## src/rtl/game_period_ctrl.sv

```systemverilog
// Timed symbol-generation round controller: 1 s prescaler, pause/abort/restart,
// special-symbol counter and N-digit shifting display register.
module game_period_ctrl #(
   parameter int unsigned TICKS_PER_SEC = 100_000_000,
   parameter int unsigned PERIOD_SEC    = 15,
   parameter int unsigned TIME_W        = 8,
   parameter int unsigned NUM_DIGITS    = 4,
   parameter int unsigned SEG_W         = 8,
   parameter int unsigned CNT_W         = 8,
   parameter logic [SEG_W-1:0] BLANK_SEG = 8'b00000001
) (
   input  logic                        Clk100M,
   input  logic                        RstN,
   input  logic                        gameSig,
   input  logic                        abortSig,
   input  logic                        pauseSig,
   input  logic                        generated,
   input  logic                        special,
   input  logic [SEG_W-1:0]            generatedSym,
   output logic                        genEn,
   output logic                        startGen,
   output logic                        stopGen,
   output logic                        answerSig,
   output logic [CNT_W-1:0]            numSpecial,
   output logic [TIME_W-1:0]           timeLeft,
   output logic [NUM_DIGITS*SEG_W-1:0] gameSegs,
   output logic                        busy
);

   localparam int unsigned PW     = (TICKS_PER_SEC > 1) ? $clog2(TICKS_PER_SEC) : 1;
   localparam int unsigned DISP_W = NUM_DIGITS * SEG_W;

   typedef enum logic [1:0] {S_IDLE, S_RUN, S_PAUSE} state_t;

   state_t             r_state;
   logic [PW-1:0]      r_presc;
   logic               w_abort;
   logic               w_active;
   logic               w_tick;
   logic               w_accept;
   logic [DISP_W-1:0]  w_shifted;
   logic [DISP_W-1:0]  w_blank;

   assign w_blank  = {NUM_DIGITS{BLANK_SEG}};
   // Abort only means something while a round is in progress.
   assign w_abort  = abortSig && (r_state != S_IDLE);
   // Leaving PAUSE counts on the same edge, so a pause costs exactly its high cycles.
   assign w_active = (r_state == S_RUN) || ((r_state == S_PAUSE) && !pauseSig);
   assign w_tick   = w_active && (r_presc == PW'(TICKS_PER_SEC - 1));
   assign w_accept = generated && (r_state == S_RUN);

   // Digit 0 takes the new symbol, older digits move up one place.
   always_comb begin
      w_shifted = '0;
      w_shifted[SEG_W-1:0] = generatedSym;
      for (int k = 1; k < int'(NUM_DIGITS); k++) begin
         w_shifted[k*SEG_W +: SEG_W] = gameSegs[(k-1)*SEG_W +: SEG_W];
      end
   end

   always_ff @(posedge Clk100M or negedge RstN) begin
      if (!RstN) begin
         r_state    <= S_IDLE;
         r_presc    <= '0;
         genEn      <= 1'b0;
         startGen   <= 1'b0;
         stopGen    <= 1'b0;
         answerSig  <= 1'b0;
         numSpecial <= '0;
         timeLeft   <= '0;
         gameSegs   <= w_blank;
         busy       <= 1'b0;
      end else begin
         startGen  <= 1'b0;
         stopGen   <= 1'b0;
         answerSig <= 1'b0;

         if (w_accept) begin
            gameSegs <= w_shifted;
            if (special && (numSpecial != '1)) numSpecial <= numSpecial + CNT_W'(1);
         end

         // Restart assignments come after the accept so the clear wins.
         if (w_abort) begin
            r_state <= S_IDLE;
            genEn   <= 1'b0;
            busy    <= 1'b0;
            stopGen <= 1'b1;
         end else if (gameSig) begin
            r_state    <= S_RUN;
            genEn      <= 1'b1;
            busy       <= 1'b1;
            startGen   <= 1'b1;
            timeLeft   <= TIME_W'(PERIOD_SEC);
            r_presc    <= '0;
            numSpecial <= '0;
            gameSegs   <= w_blank;
         end else if (r_state != S_IDLE) begin
            if (w_tick) begin
               r_presc <= '0;
               if (timeLeft == TIME_W'(1)) begin
                  r_state   <= S_IDLE;
                  timeLeft  <= '0;
                  genEn     <= 1'b0;
                  busy      <= 1'b0;
                  stopGen   <= 1'b1;
                  answerSig <= 1'b1;
               end else begin
                  r_state  <= S_RUN;
                  timeLeft <= timeLeft - TIME_W'(1);
                  genEn    <= 1'b1;
               end
            end else if (pauseSig) begin
               r_state <= S_PAUSE;
               genEn   <= 1'b0;
            end else begin
               r_state <= S_RUN;
               r_presc <= r_presc + PW'(1);
               genEn   <= 1'b1;
            end
         end
      end
   end

endmodule

```

## config.mk

```make
export PLATFORM = sky130hd
export DESIGN_NAME = game_period_ctrl
export DESIGN_NICKNAME = d
export VERILOG_FILES = /design/src/rtl/game_period_ctrl.sv
export SDC_FILE = /design/constraint.sdc
export NUM_CORES = 1
export LEC_CHECK = 0
export ABC_AREA = 1
export ABC_CLOCK_PERIOD_IN_PS = 1800
export BUFFER_PORTS_ARGS = -buffer_cell sky130_fd_sc_hd__buf_4
export CAP_MARGIN = 10
export CORE_UTILIZATION = 40
export DETAILED_ROUTE_END_ITERATION = 8
export SYNTH_ARGS = -nofsm -noshare
export SYNTH_HDL_FRONTEND = slang
export SYNTH_SLANG_ARGS = --single-unit
```

## constraint.sdc

```tcl
create_clock -name Clk100M -period 1.8 [get_ports Clk100M]
set_input_delay 0.36 -clock Clk100M [delete_from_list [all_inputs] [get_ports Clk100M]]
set_output_delay 0.36 -clock Clk100M [all_outputs]
set_load 0.01 [all_outputs]
```

### Word-level counts from Yosys, hierarchy flattened

Cells that the tools add are included.

* output and inout port bits: 53
* memories: 0
* flip-flop bits (word level): 82
* bits in latches: 0
* word-level logic and storage cells: 76
* bits in read-only memories: 0
* bits in writable memories: 0

* reduce and logical (&&, ||, !) cells: 16
* add/subtract/negate cells: 3
* equal/unequal tests: 6
* $lt $le $gt $ge: 0
* div/mod/pow operators: 0
* mux-type cells: 40
* multipliers: 0
* shift-type cells: 0
* bitwise gates (word level): 1

Operators by type and width (number)
* two-way mux 27 bit: 4
* two-way mux 32 bit: 3
* two-way mux 8 bit: 8
* adder 27 x 1 -> 27 bit, second input constant: 1
* equality test 27 bit, second input constant: 1
* two-way mux 1 bit: 20
* two-way mux 2 bit: 5
* AND reduction 3 bit: 3
* nonzero test 3 bit: 3
* adder 8 x 1 -> 8 bit, second input constant: 1
* equality test 8 x 1 -> 1 bit, second input constant: 1
* inequality test 8 bit, second input constant: 1
* subtractor 8 x 1 -> 8 bit, second input constant: 1
* nonzero test 2 bit: 3
* logical AND 1 bit: 5
* inequality test 3 x 2 -> 1 bit, second input constant: 1
* equality test 2 x 1 -> 1 bit, second input constant: 1
* equality test 2 bit, second input constant: 1
* logical NOT 1 bit: 1
* logical OR 1 bit: 1
* NOT 1 bit: 1

### Logic depth before layout (Yosys ltp)

Gate-level depths: netlist of run 1.

* depth after elaboration: 8
* mapped depth: 11
* mapped depth without buffers: 11

### Worst setup path after synthesis of run 1

OpenSTA, ideal clock, no wires.

* path type: register to register
* start point: register r_presc[0]
* end point: register timeLeft[6]
* arrival: 1504 ps
* data required time: 1682 ps
* clock period less this slack: 1622 ps
* setup slack: 178 ps
* buffers on the path: 1
* setup time: 118 ps
* cell stages (with the launch flop): 12
* cells stage by stage: dfrtp_1 > ha_1 > nand2_1 > nor2_4 > nand2_4 > nor2_2 > nand3_2 > nand2_4 > nand2_4 > buf_6 > nand2_2 > o21ai_2

* longest elaborated chain between the ends: 4

RTL lines
* start: declaration: line 36 `logic [PW-1:0] r_presc;`
* start signal: assignment: line 118 `r_presc <= r_presc + PW'(1);`
* equality test 27 bit: line 49 `assign w_tick = w_active && (r_presc == PW'(TICKS_PER_SEC - 1));`
* logical AND 1 bit: line 49
* nonzero test 2 bit (no line)
* AND reduction 3 bit (no line)
* end signal: assignment: line 94 `timeLeft <= TIME_W'(PERIOD_SEC);`
* end signal: assignment: line 110 `timeLeft <= timeLeft - TIME_W'(1);`
* end: declaration: line 25 `output logic [TIME_W-1:0] timeLeft,`

Every way passes these cells.
A chain may end at the register's enable or synchronous reset.

### Worst setup path after layout of run 1

* start point: register r_presc[0]
* end point: register r_presc[17]

* longest elaborated chain between the ends: 5

RTL lines
* adder 27 x 1 -> 27 bit / equality test 27 bit (equally long branches): line 118, 49
* two-way mux 27 bit / logical AND 1 bit (equally long branches): line 113, 49
* two-way mux 27 bit: line 99 `if (w_tick) begin`
* two-way mux 27 bit: line 98 `end else if (r_state != S_IDLE) begin`
* two-way mux 27 bit: line 89 `end else if (gameSig) begin`

Several ways; a longest one is shown, not always the timed one. The select of a mux whose other input is x is not followed.

==> results of run 1 <==
==> logic make-up after synthesis <==
family / synth area share
AOI/OAI and AO/OA: 0.1062
xor gates and xnor gates: 0.02704
adders and majority gates: 0.01104
buffers and inverters: 0.07588
DFF: 0.4481
and+or+nand+nor: 0.3317
==> per-stage QoR <==
stage,util,std cells
finish,0.5308,850
global route,0.5308,850
CTS,0.5093,839
detailed placement,0.4814,823
global placement,0.4814,823
floorplan,-,618
==> layout make-up <==
| cell class | count | area [sq um] |
|---|---|---|
| Multi-Input combinational cell | 458 | 2255 |
| Tap cell | 140 | 175.2 |
| Inverter | 62 | 235.2 |
| Clock buffer | 10 | 229.0 |
| Fill cell | 1079 | 5131 |
| Timing Repair Buffer | 93 | 807.0 |
| Sequential cell | 81 | 2036 |
| Clock inverter | 6 | 67.56 |
==> routing by layer <==
| metal | vias up | track usage | share of wire |
|---|---|---|---|
| met5 | - | 0 | 0 |
| met4 | 0 | 0.1052 | 0.029 |
| met3 | 22 | 0.02954 | 0.039 |
| met2 | 93 | 0.3386 | 0.47 |
| met1 | 1966 | 0.2824 | 0.46 |
| li1 | 2119 | - | - |
==> sequential cells by signal, summed over array words and instances (netlist names) <==
| register | cells |
|---|---|
| numSpecial | 8 |
| timeLeft | 8 |
| busy | 1 |
| r_state | 1 |
| r_presc | 27 |
| stopGen | 1 |
| startGen | 1 |
| answerSig | 1 |
| genEn | 1 |
| gameSegs | 32 |
==> cell usage after synthesis <==
cell / number / share of area
a211oi_1: 1 / 0.0017
a21oi_1: 36 / 0.040
a21oi_4: 1 / 0.0036
buf_2: 2 / 0.0022
buf_4: 2 / 0.0033
buf_6: 5 / 0.012
clkbuf_1: 8 / 0.0066
dfrtp_1: 77 / 0.42
dfstp_2: 4 / 0.023
ha_1: 4 / 0.011
inv_1: 57 / 0.047
inv_2: 5 / 0.0041
nand2_1: 188 / 0.16
nand2_2: 4 / 0.0055
nand2_4: 5 / 0.012
nand3_1: 33 / 0.036
nand3_2: 2 / 0.0044
nand3b_1: 2 / 0.0033
nand4_1: 7 / 0.0097
nor2_1: 100 / 0.083
nor2_2: 5 / 0.0069
nor2_4: 3 / 0.0074
nor3_1: 5 / 0.0055
nor3b_1: 1 / 0.0017
o21a_1: 1 / 0.0017
o21ai_0: 33 / 0.036
o21ai_1: 1 / 0.0011
o21ai_2: 8 / 0.015
o21bai_1: 4 / 0.0066
xor2_1: 14 / 0.027
==> what timing repair did <==
item,CTS,global route
resized for setup,1,27
setup endpoints to repair,27,68
pin swaps,0,8
cloned,0,3
buffers inserted,0,8
==> layout by cell type, fill, tap and decap left out, types with 5 or more instances in the layout <==
cell type | netlist | final
a21oi_1 | 36 | 35
nor2_4 | 3 | 7
nand2_2 | 4 | 5
nand4_1 | 7 | 7
nand3_1 | 33 | 33
o21ai_0 | 33 | 33
inv_1 | 57 | 57
o21ai_2 | 8 | 8
clkbuf_16 | 0 | 11
xor2_1 | 14 | 14
nor3_1 | 5 | 5
dfrtp_1 | 77 | 74
buf_12 | 0 | 5
nand2_1 | 188 | 186
nor2_2 | 5 | 8
nor2_1 | 100 | 93
buf_4 | 2 | 83
==> path summary, 6_finish.rpt <==
| kind | slack, ns | cells past startpoint | endpoint | startpoint |
|---|---|---|---|---|
| min in group Clk100M | 0.19 | 2 | answerSig | abortSig |
| max in group asynchronous | 1.27 | 2 | gameSegs[22] | RstN |
| min | 0.008 | 1 | r_state[1] | RstN |
| max reg2reg | 0.08 | 11 | r_presc[17] | r_presc[0] |
| min reg2reg | 0.49 | 2 | gameSegs[24] | gameSegs[24] |
| max | 0.08 | 11 | r_presc[17] | r_presc[0] |
==> worst max-delay path: cells and delay by family, from the launching register on <==
kind                     cells  cell delay, ns
adder cells (fa/ha/maj)      1            0.16
buffers and inverters        2            0.29
AND/OR/NAND/NOR              7            0.64
AO/OA/AOI/OAI                1            0.18
flip-flops                   1            0.39
==> power groups by stage <==
stage	Sequential [W]	Clock (W)	Combinational [W]
finish	0.00223	0.00184	0.00138
global placement	0.00224	0	0.00121
floorplan	0.00231	0	0.000639
detailed placement	0.00225	0	0.00124
global route	0.00225	0.00196	0.00155
CTS	0.00222	0.00189	0.00125
==> summary.md, run 1 <==
| Metric | Value |
|---|---|
| Fin area | 5804 sq um |
| Count of final hold-check violations | 0 |
| PnR worst setup slack | 0.07772 ns |
| Sequential share of the synthesized area | 0.4481 |
| Post-synthesis cell type count | 30 |
| DP Area | 5264 sq um |
| WL/cell | 14.03 um |
| Initial antenna violation count | 0 |
| Worst vdd ir | 0.0004253 V |
| Slew headroom | 0.6299 |
| Rows | 38 |
| Io pins | 68 |
| Routed wire length | 11920 um |
| Kind of critical path | flip-flop to flip-flop |
| Max Fclk | 0.5806 GHz |
| Core area | 10940 sq um |
| CP arrival | 2.00 ns |
| Power share of the sequential group | 0.409 |
| Setup-failing EPs final | 0 |
| Tcrit/Tclk final | 0.9568 |
| Die footprint | 11770 sq um |
| Vias per cell | 4.941 |
| Comb power frac | 0.254 |
| Vias in the first global route | 4013 |
| Remaining routing DRC violations | 0 |
| Pre-CTS worst setup slack | -0.03962 ns |
| Syn. warnings | 0 |
| Clock power share | 0.337 |
| Syn Nets | 637 |
| Sw power | 0.001713 W |
| Cells along the critical path | ha_4, nand2_2, nor2_4, nand2_4, nor2_4, nand3_4, a21oi_4, buf_12, clkbuf_16, nand2_1, nand2_1 |
| Mapped cell area | 4534 sq um |
| Remaining antenna violation count | 0 |
| Tmin final | 1.722 ns |
| Net Sw Frac | 0.3144 |
| Worst Path Required | 2.08 ns |
| Post-DP HPWL | 8203 um |
| Initial detailed-routing violation count | 322 |
| First-pass GRT wire length | 19190 um |
| Crit path launch type | flip-flop |
| CTS Buffer Depth | 2 |
| P_int | 0.003735 W |
| Total clock sinks | 81 |
| Root Buffer | clkbuf_16 |
| GP Congestion | 0.8773 |
| H-tree depth | 3 |
| Post-Syn Instances | 618 |
| Total power | 0.005447 W |
| Pwr dens | 938.5 nW/um^2 |
| Syn_area_per_cell | 7.337 sq um |
| ANT cells | 0 |
| CTS tree | done |
| Worst clock skew | 0.004551 ns |
| #FFs+latches synth | 81 |
| Peak per-stage delay on the critical path | 0.39 ns |
| Die X | 108.5 um |
| Setup_tns | 0 ns |
| Largest net degree at the start of global routing | 39 |
| Syn-to-layout area delta | 28.01% |
| CP max FO | 6 |
| CP max-delay cell | dfrtp_1 |
| Final nets | 724 |
| Leak | 2.754 nW |
| Share of cells above drive strength 1 | 0.2239 |
| Slew Viols, Final | 0 |
| Reg clk slew, reported paths | 0.06 ns |
| Status | completed |
| Hold buffer count at cts | 0 |
| I/O Buffers | 67 |
| Initial Util | 0.4146 |
| TritonCTS Buffers | 9 |
| Detailed-route via count | 4200 |
| Max-cap viol count | 0 |
| Worst-Margin Slew | 0.5551 ns |
| Die height | 108.5 um |
| GRT Total Usage | 0.2125 |
| DR pass1 iterations | 4 |
| Hold Crit Class | primary input to async pin |
| GRT overflow | 0 |
| Min Hold Slack | 0.007964 ns |
| Clock latency on the worst-skew pair | 0.34 ns |
| Setup crit end kind | flip-flop |
No activity file was read; power rests on OpenSTA's default activity.
==> run 2, diff against run 1 <==
--- a/config.mk
+++ b/config.mk
@@ -12,4 +12,5 @@
 export CORE_UTILIZATION = 40
 export DETAILED_ROUTE_END_ITERATION = 8
+export RECOVER_POWER = 50
 export SYNTH_ARGS = -nofsm -noshare
 export SYNTH_HDL_FRONTEND = slang
==> constraint.sdc (replaced) <==
create_clock -name Clk100M -period 1.8 [get_ports Clk100M]
set_input_delay 0.36 -clock Clk100M [delete_from_list [all_inputs] [get_ports Clk100M]]
set_output_delay 0.36 -clock Clk100M [all_outputs]
set_load 0.1 [all_outputs]
==> summary.md, run 2 (synthesized netlist as in run 1, its figures left out) <==
| Metric | Value |
|---|---|
| Status | completed |
| Final Util | 0.5342 (+0.003433) |
| Post-DP HPWL | 8120 um (-1.0%) |
| Met2 wire length | 5789 um (+3.2%) |
| Final nets | 725 (+0.14%) |
| Total clock sinks | 81 (unchanged) |
| Count of final hold-check violations | 0 (unchanged) |
| GRT Total Usage | 0.2034 (-0.009107) |
| Net Sw Frac | 0.4525 (+0.1381) |
| Slew headroom | 0.4777 (-0.1522) |
| Core area | 10940 sq um (unchanged) |
| Slew Viols, Final | 0 (unchanged) |
| Reg clk slew, reported paths | 0.07 ns (about the same) |
| Comb power frac | 0.388 (+0.134) |
| Vias per cell | 4.982 (+0.83%) |
| Die height | 108.5 um (unchanged) |
| Tmin final | 1.757 ns (+0.03429 ns) |
| Setup-failing EPs final | 0 (unchanged) |
| ANT cells | 0 (unchanged) |
| Max reg flops | 32 (unchanged) |
| Rows | 38 (unchanged) |
| Max Fclk | 0.5693 GHz (-2.0%) |
| Worst clock skew | 0.01032 ns (+0.005767 ns) |
| CP arrival | 2.04 ns (+0.04 ns) |
| Initial Util | 0.4146 (unchanged) |
| Sw power | 0.003089 W (+80%) |
| Worst-Margin Slew | 0.7835 ns (+0.2284 ns) |
| Most common cell after layout, fill and taps aside | nand2_1 |
| Multi-input gate area | 2315 sq um (+2.7%) |
| Hold Crit Class | primary input to flip-flop |
| WL/cell | 14.02 um (about the same) |
| Worst vdd ir | 0.0008919 V (+110%) |
| Syn-to-layout area delta | 28.84% |
| Most flop-heavy register | gameSegs |
| Io pins | 68 (unchanged) |
| Remaining antenna violation count | 0 (unchanged) |
| I/O Buffers | 67 (unchanged) |
| Power share of the sequential group | 0.327 (-0.082) |
| Clock power share | 0.284 (-0.053) |
| Root Buffer | clkbuf_16 |
| Unrepaired setup endpoints after global routing | yes |
| Remaining routing DRC violations | 0 (unchanged) |
| Die footprint | 11770 sq um (unchanged) |
| Met3 routed WL | 490 um (+5.6%) |
| CTS Buffer Depth | 2 (unchanged) |
| DP Area | 5284 sq um (+0.38%) |
| Largest registers | gameSegs x32, r_presc x27 |
| # fillers | 1031 (-4.4%) |
| Detailed-route via count | 4240 (+0.95%) |
| Die X | 108.5 um (unchanged) |
| Largest net degree at the start of global routing | 38 (-2.6%) |
| Reg area | 2049 sq um (+0.68%) |
| Top Layer Used | met4 |
| Pwr dens | 1169 nW/um^2 (+25%) |
| Vias in the first global route | 3918 (-2.4%) |
| Leak | 2.819 nW (+2.4%) |
| Fin area | 5842 sq um (+0.65%) |
| TritonCTS Buffers | 9 (unchanged) |
| CP max FO | 8 (+2) |
| DR pass1 iterations | 5 (+1) |
| Worst Path Required | 2.08 ns (about the same) |
| Routed wire length | 11930 um (about the same) |
| GRT overflow | 0 (unchanged) |
| H-tree depth | 3 (unchanged) |
| Setup crit end kind | flip-flop |
| Kind of critical path | flip-flop to flip-flop |
| GP Congestion | 0.9306 (+6.1%) |
| P_int | 0.003739 W (+0.11%) |
| Crit path launch type | flip-flop |
| Max-cap viol count | 0 (unchanged) |
| Clock latency on the worst-skew pair | 0.34 ns (about the same) |
| Commonest cells after routing, fill and taps aside | nand2_1, nor2_1, buf_4 |
| M1 WL | 5513 um (about the same) |
| Tcrit/Tclk final | 0.9759 (+0.01905) |
| First-pass GRT wire length | 18890 um (-1.6%) |
| Share of cells above drive strength 1 | 0.2644 (+0.04047) |
| CTS tree | done |
| Initial antenna violation count | 0 (unchanged) |
| Initial detailed-routing violation count | 285 (-11%) |
## run 2: cell count changes in the layout (fill, tap and decap cells not counted), sizes merged
cell | before | now
clkinvlp | 2 | 1
buf | 91 | 74
clkinv | 2 | 1
clkbuf | 12 | 28
inv | 63 | 66
dlygate4sd3 | 0 | 1
## run 2: path summary, 6_finish.rpt
kind                            cells past startpoint      endpoint         start  slack (ns)
worst max-delay path                               11   r_presc[22]    r_presc[1]        0.04
worst min-delay path                                2     answerSig      abortSig        0.18
worst max register to register                     11   r_presc[22]    r_presc[1]        0.04
worst min register to register                      2  gameSegs[24]  gameSegs[24]        0.50
max in group asynchronous                           3  gameSegs[24]          RstN        0.35
min in group asynchronous                           2   timeLeft[1]          RstN        0.63
## run 2: what timing repair did
item	4_1_cts	5_1_grt
buffers inserted	0	6
gates resized for setup	0	47
hold buffers	1	0
endpoints found under the setup margin	0	63
endpoints found under the hold margin	24	0
## run 2: per-stage QoR
| step | std cells | total power [W] | setup WS, ns | setup TNS (ns) | hold slack (ns) |
|---|---|---|---|---|---|
| 3_5_place_dp | 825 | 0.004822 | 0.03283 | 0 | 0.3251 |
| 6_report | 851 | 0.006828 | 0.04342 | 0 | 0.1772 |
| 2_1_floorplan | 618 | 0.004238 | -0.001927 | -0.001927 | 0.06441 |
| 4_1_cts | 842 | 0.006751 | 0.01775 | 0 | 0.1733 |
| 5_1_grt | 851 | 0.007121 | -0.07276 | -1.055 | 0.1683 |
| 3_3_place_gp | 825 | 0.004787 | 0.08927 | 0 | 0.3179 |
## run 2: final cells by class
type                            count  share of cell area
Multi-Input combinational cell    458              0.3962
Sequential cell                    81              0.3508
Timing Repair Buffer               94              0.1298
Inverter                           62             0.04027
Clock buffer                        9             0.03855
Tap cell                          140             0.02999
Clock inverter                      7             0.01435
## run 2: power groups by stage
stage	Clock, W	Sequential [W]	Combinational (W)
final	0.00194	0.00224	0.00265
after global routing	0.00205	0.00227	0.00280
after CTS	0.00195	0.00223	0.00257
after detailed placement	0	0.00226	0.00256
after global placement	0	0.00226	0.00253
after floorplan	0	0.00360	0.000643
## run 2: per-layer routing
layer,vias to the layer above,track usage
met1,1995,0.2701
met3,13,0.04159
met2,109,0.3327
met4,0,0.06081
met5,-,0
li1,2123,-
## run 2: worst max-delay path, stage by stage, from the launching register on
cell	delay [ns]
dfrtp_1	0.42
ha_4	0.18
nand2_4	0.06
nor2_4	0.14
nand2_4	0.11
nor2_4	0.11
nand3_4	0.09
a21oi_4	0.18
buf_12	0.14
buf_12	0.14
nand2_1	0.07
nand2_1	0.06
==> run 3, diff against run 2 <==
- ABC_CLOCK_PERIOD_IN_PS: 1800 -> 2200
- clock period: 1.8 -> 2.2 ns (I/O delays scaled with it)
==> summary.md, run 3 (synthesized netlist as in run 1, its figures left out) <==
| Metric | Value |
|---|---|
| Status | completed |
| Multi-input gate area | 2158 sq um (-6.8%) |
| Tcrit/Tclk final | 0.8561 (-0.1198) |
| Post-DP HPWL | 8032 um (-1.1%) |
| Met3 GRT Util | 0.03918 (-0.002411) |
| H-tree depth | 3 (unchanged) |
| Grt peak-use layer | met2 |
| Routed wire length | 11130 um (-6.7%) |
| Largest registers | gameSegs x32, r_presc x27 |
| GP Congestion | 0.9679 (+4.0%) |
| Worst Path Required | 2.43 ns (+0.35 ns) |
| Hold Crit Class | primary input to flip-flop |
| CTS tree | done |
| Setup crit end kind | flip-flop |
| # fillers | 1081 (+4.8%) |
| Total power | 0.005246 W (-23%) |
| Worst-Margin Slew | 1.176 ns (+0.3922 ns) |
| Remaining antenna violation count | 0 (unchanged) |
| WL/cell | 13.37 um (-4.6%) |
| DR pass1 iterations | 5 (unchanged) |
| Sw power | 0.002412 W (-22%) |
| Clock power share | 0.271 (-0.013) |
| Crit path launch type | flip-flop |
| Io pins | 68 (unchanged) |
| GR Layer Usage met1 | 0.2798 (+0.009650) |
| Initial Util | 0.4146 (unchanged) |
| CP arrival | 2.11 ns (+0.07 ns) |
| I/O Buffers | 67 (unchanged) |
| Comb power frac | 0.383 (-0.005) |
| TritonCTS Buffers | 9 (unchanged) |
| Hold path depth | 2 (unchanged) |
| Hold EP | answerSig |
| Slew Viols, Final | 0 (unchanged) |
| Net Sw Frac | 0.4599 (+0.007409) |
| Vias per cell | 4.959 (-0.47%) |
| Hold buffer count at cts | 0 (-1) |
| Vias in the first global route | 3989 (+1.8%) |
| Root Buffer | clkbuf_16 |
| Most flop-heavy register | gameSegs |
| Max reg flops | 32 (unchanged) |
| Largest net degree at the start of global routing | 47 (+24%) |
| Cts repair resizes | 0 (unchanged) |
| Worst r2r path cells | 10 (-1) |
| Rows | 38 (unchanged) |
| Setup-failing EPs final | 0 (unchanged) |
| Final nets | 707 (-2.5%) |
| Initial antenna violation count | 0 (unchanged) |
| Met2 Usage GRT | 0.3250 (-0.007685) |
| Worst vdd ir | 0.0007823 V (-12%) |
| Remaining routing DRC violations | 0 (unchanged) |
| Die X | 108.5 um (unchanged) |
| Syn-to-layout area delta | 18.32% |
| Die height | 108.5 um (unchanged) |
| Core area | 10940 sq um (unchanged) |
| R2r setup slk | 0.32 ns (+0.27 ns) |
| First-pass GRT wire length | 18950 um (+0.37%) |
| Reg area | 2032 sq um (-0.85%) |
| CTS Buffer Depth | 2 (unchanged) |
| Initial detailed-routing violation count | 293 (+2.8%) |
| Kind of critical path | flip-flop to flip-flop |
| Pwr dens | 977.7 nW/um^2 (-16%) |
| P_int | 0.002833 W (-24%) |
| Setup_tns | 0 ns (unchanged) |
| Unrepaired setup endpoints after global routing | no |
| GRT Total Usage | 0.2077 (+0.004256) |
| Slew headroom | 0.2162 (-0.2614) |
| Max-cap viol count | 0 (unchanged) |
| ANT cells | 0 (unchanged) |
| Tmin final | 1.883 ns (+0.1269 ns) |
| Count of final hold-check violations | 0 (unchanged) |
| Die footprint | 11770 sq um (unchanged) |
| Setup Buffers After CTS | 0 (unchanged) |
| Clock latency on the worst-skew pair | 0.35 ns (about the same) |
| Commonest cells after routing, fill and taps aside | nand2_1, nor2_1, dfrtp_1 |
| Detailed-route via count | 4126 (-2.7%) |
| CP max FO | 16 (+8) |
| HP Start | abortSig |
| Share of cells above drive strength 1 | 0.1777 (-0.08667) |
| Most common cell after layout, fill and taps aside | nand2_1 |
| Reg clk slew, reported paths | 0.06 ns (about the same) |
| Worst clock skew | 0.004558 ns (-0.005761 ns) |
| R2r startpoint | r_presc[0] |
| Total clock sinks | 81 (unchanged) |
| Leak | 2.587 nW (-8.2%) |
| Max Fclk | 0.5309 GHz (-6.7%) |
| RR Endpoint | timeLeft[4] |
| Power share of the sequential group | 0.346 (+0.019) |
| GRT overflow | 0 (unchanged) |
==> run 3: cell types whose count changed in the layout (fill, tap and decap cells not counted), sizes merged <==
| cell | change |
|---|---|
| clkinv | +1 |
| clkbuf | +13 |
| clkinvlp | +1 |
| inv | -3 |
| buf | -29 |
| bufinv | -1 |
| dlygate4sd3 | -1 |
==> run 3: per-layer routing <==
| metal | part of all wire | wire, um | vias to the layer above |
|---|---|---|---|
| met4 | 0.021 | 231 | 0 |
| li1 | - | - | 2082 |
| met3 | 0.043 | 476 | 18 |
| met5 | 0 | 0 | - |
| met1 | 0.47 | 5266 | 1923 |
| met2 | 0.46 | 5151 | 103 |
==> run 3: worst max-delay path: stages (launching register included) <==
cell and delay [ns]:
dfrtp_1 0.38, ha_1 0.20, nand2_1 0.11, nor2_4 0.13
nand2_4 0.09, nor2_2 0.15, nand3_2 0.12, nand2_4 0.21
nand2_4 0.19, nand2_1 0.13, o21ai_2 0.06
==> run 3: worst max-delay path by stage <==
stage	depth (start not counted)	startpoint	slack (ns)	end
after floorplan	9	genEn	0.07	numSpecial[5]
after global placement	10	r_presc[0]	0.39	timeLeft[3]
after detailed placement	10	r_presc[0]	0.30	timeLeft[4]
after CTS	10	r_presc[0]	0.29	timeLeft[4]
after global routing	10	r_presc[0]	0.1	timeLeft[4]
final	10	r_presc[0]	0.32	timeLeft[4]
==> run 3: layout make-up <==
type	instances	area share
multi-input cells	458	0.4023
flip-flops and latches	81	0.3787
repair buffers	76	0.09072
clock buffers	10	0.04454
inverters	62	0.04338
well taps	140	0.03265
clock inverters	5	0.007696
==> run 3: through the flow <==
| stage | cell area [sq um] | utilization | hold WS [ns] | setup slack, ns | cells |
|---|---|---|---|---|---|
| after floorplan | 4534 | - | 0.1444 | 0.07269 | 618 |
| after CTS | 5449 | 0.4983 | 0.1281 | 0.2922 | 832 |
| after global routing | 5365 | 0.4906 | 0.2631 | 0.09814 | 832 |
| after detailed placement | 5169 | 0.4727 | 0.4968 | 0.3032 | 817 |
| final | 5365 | 0.4906 | 0.2575 | 0.3166 | 832 |
| after global placement | 5169 | 0.4727 | 0.4855 | 0.3885 | 817 |
==> run 3: power by group through the flow <==
| stage | Clock [W] | Sequential (W) | Combinational (W) |
|---|---|---|---|
| after floorplan | 0 | 0.00293 | 0.000527 |
| after global placement | 0 | 0.00183 | 0.00205 |
| after detailed placement | 0 | 0.00184 | 0.00207 |
| after CTS | 0.00146 | 0.00182 | 0.00207 |
| after global routing | 0.00152 | 0.00184 | 0.00214 |
| final | 0.00142 | 0.00182 | 0.00201 |
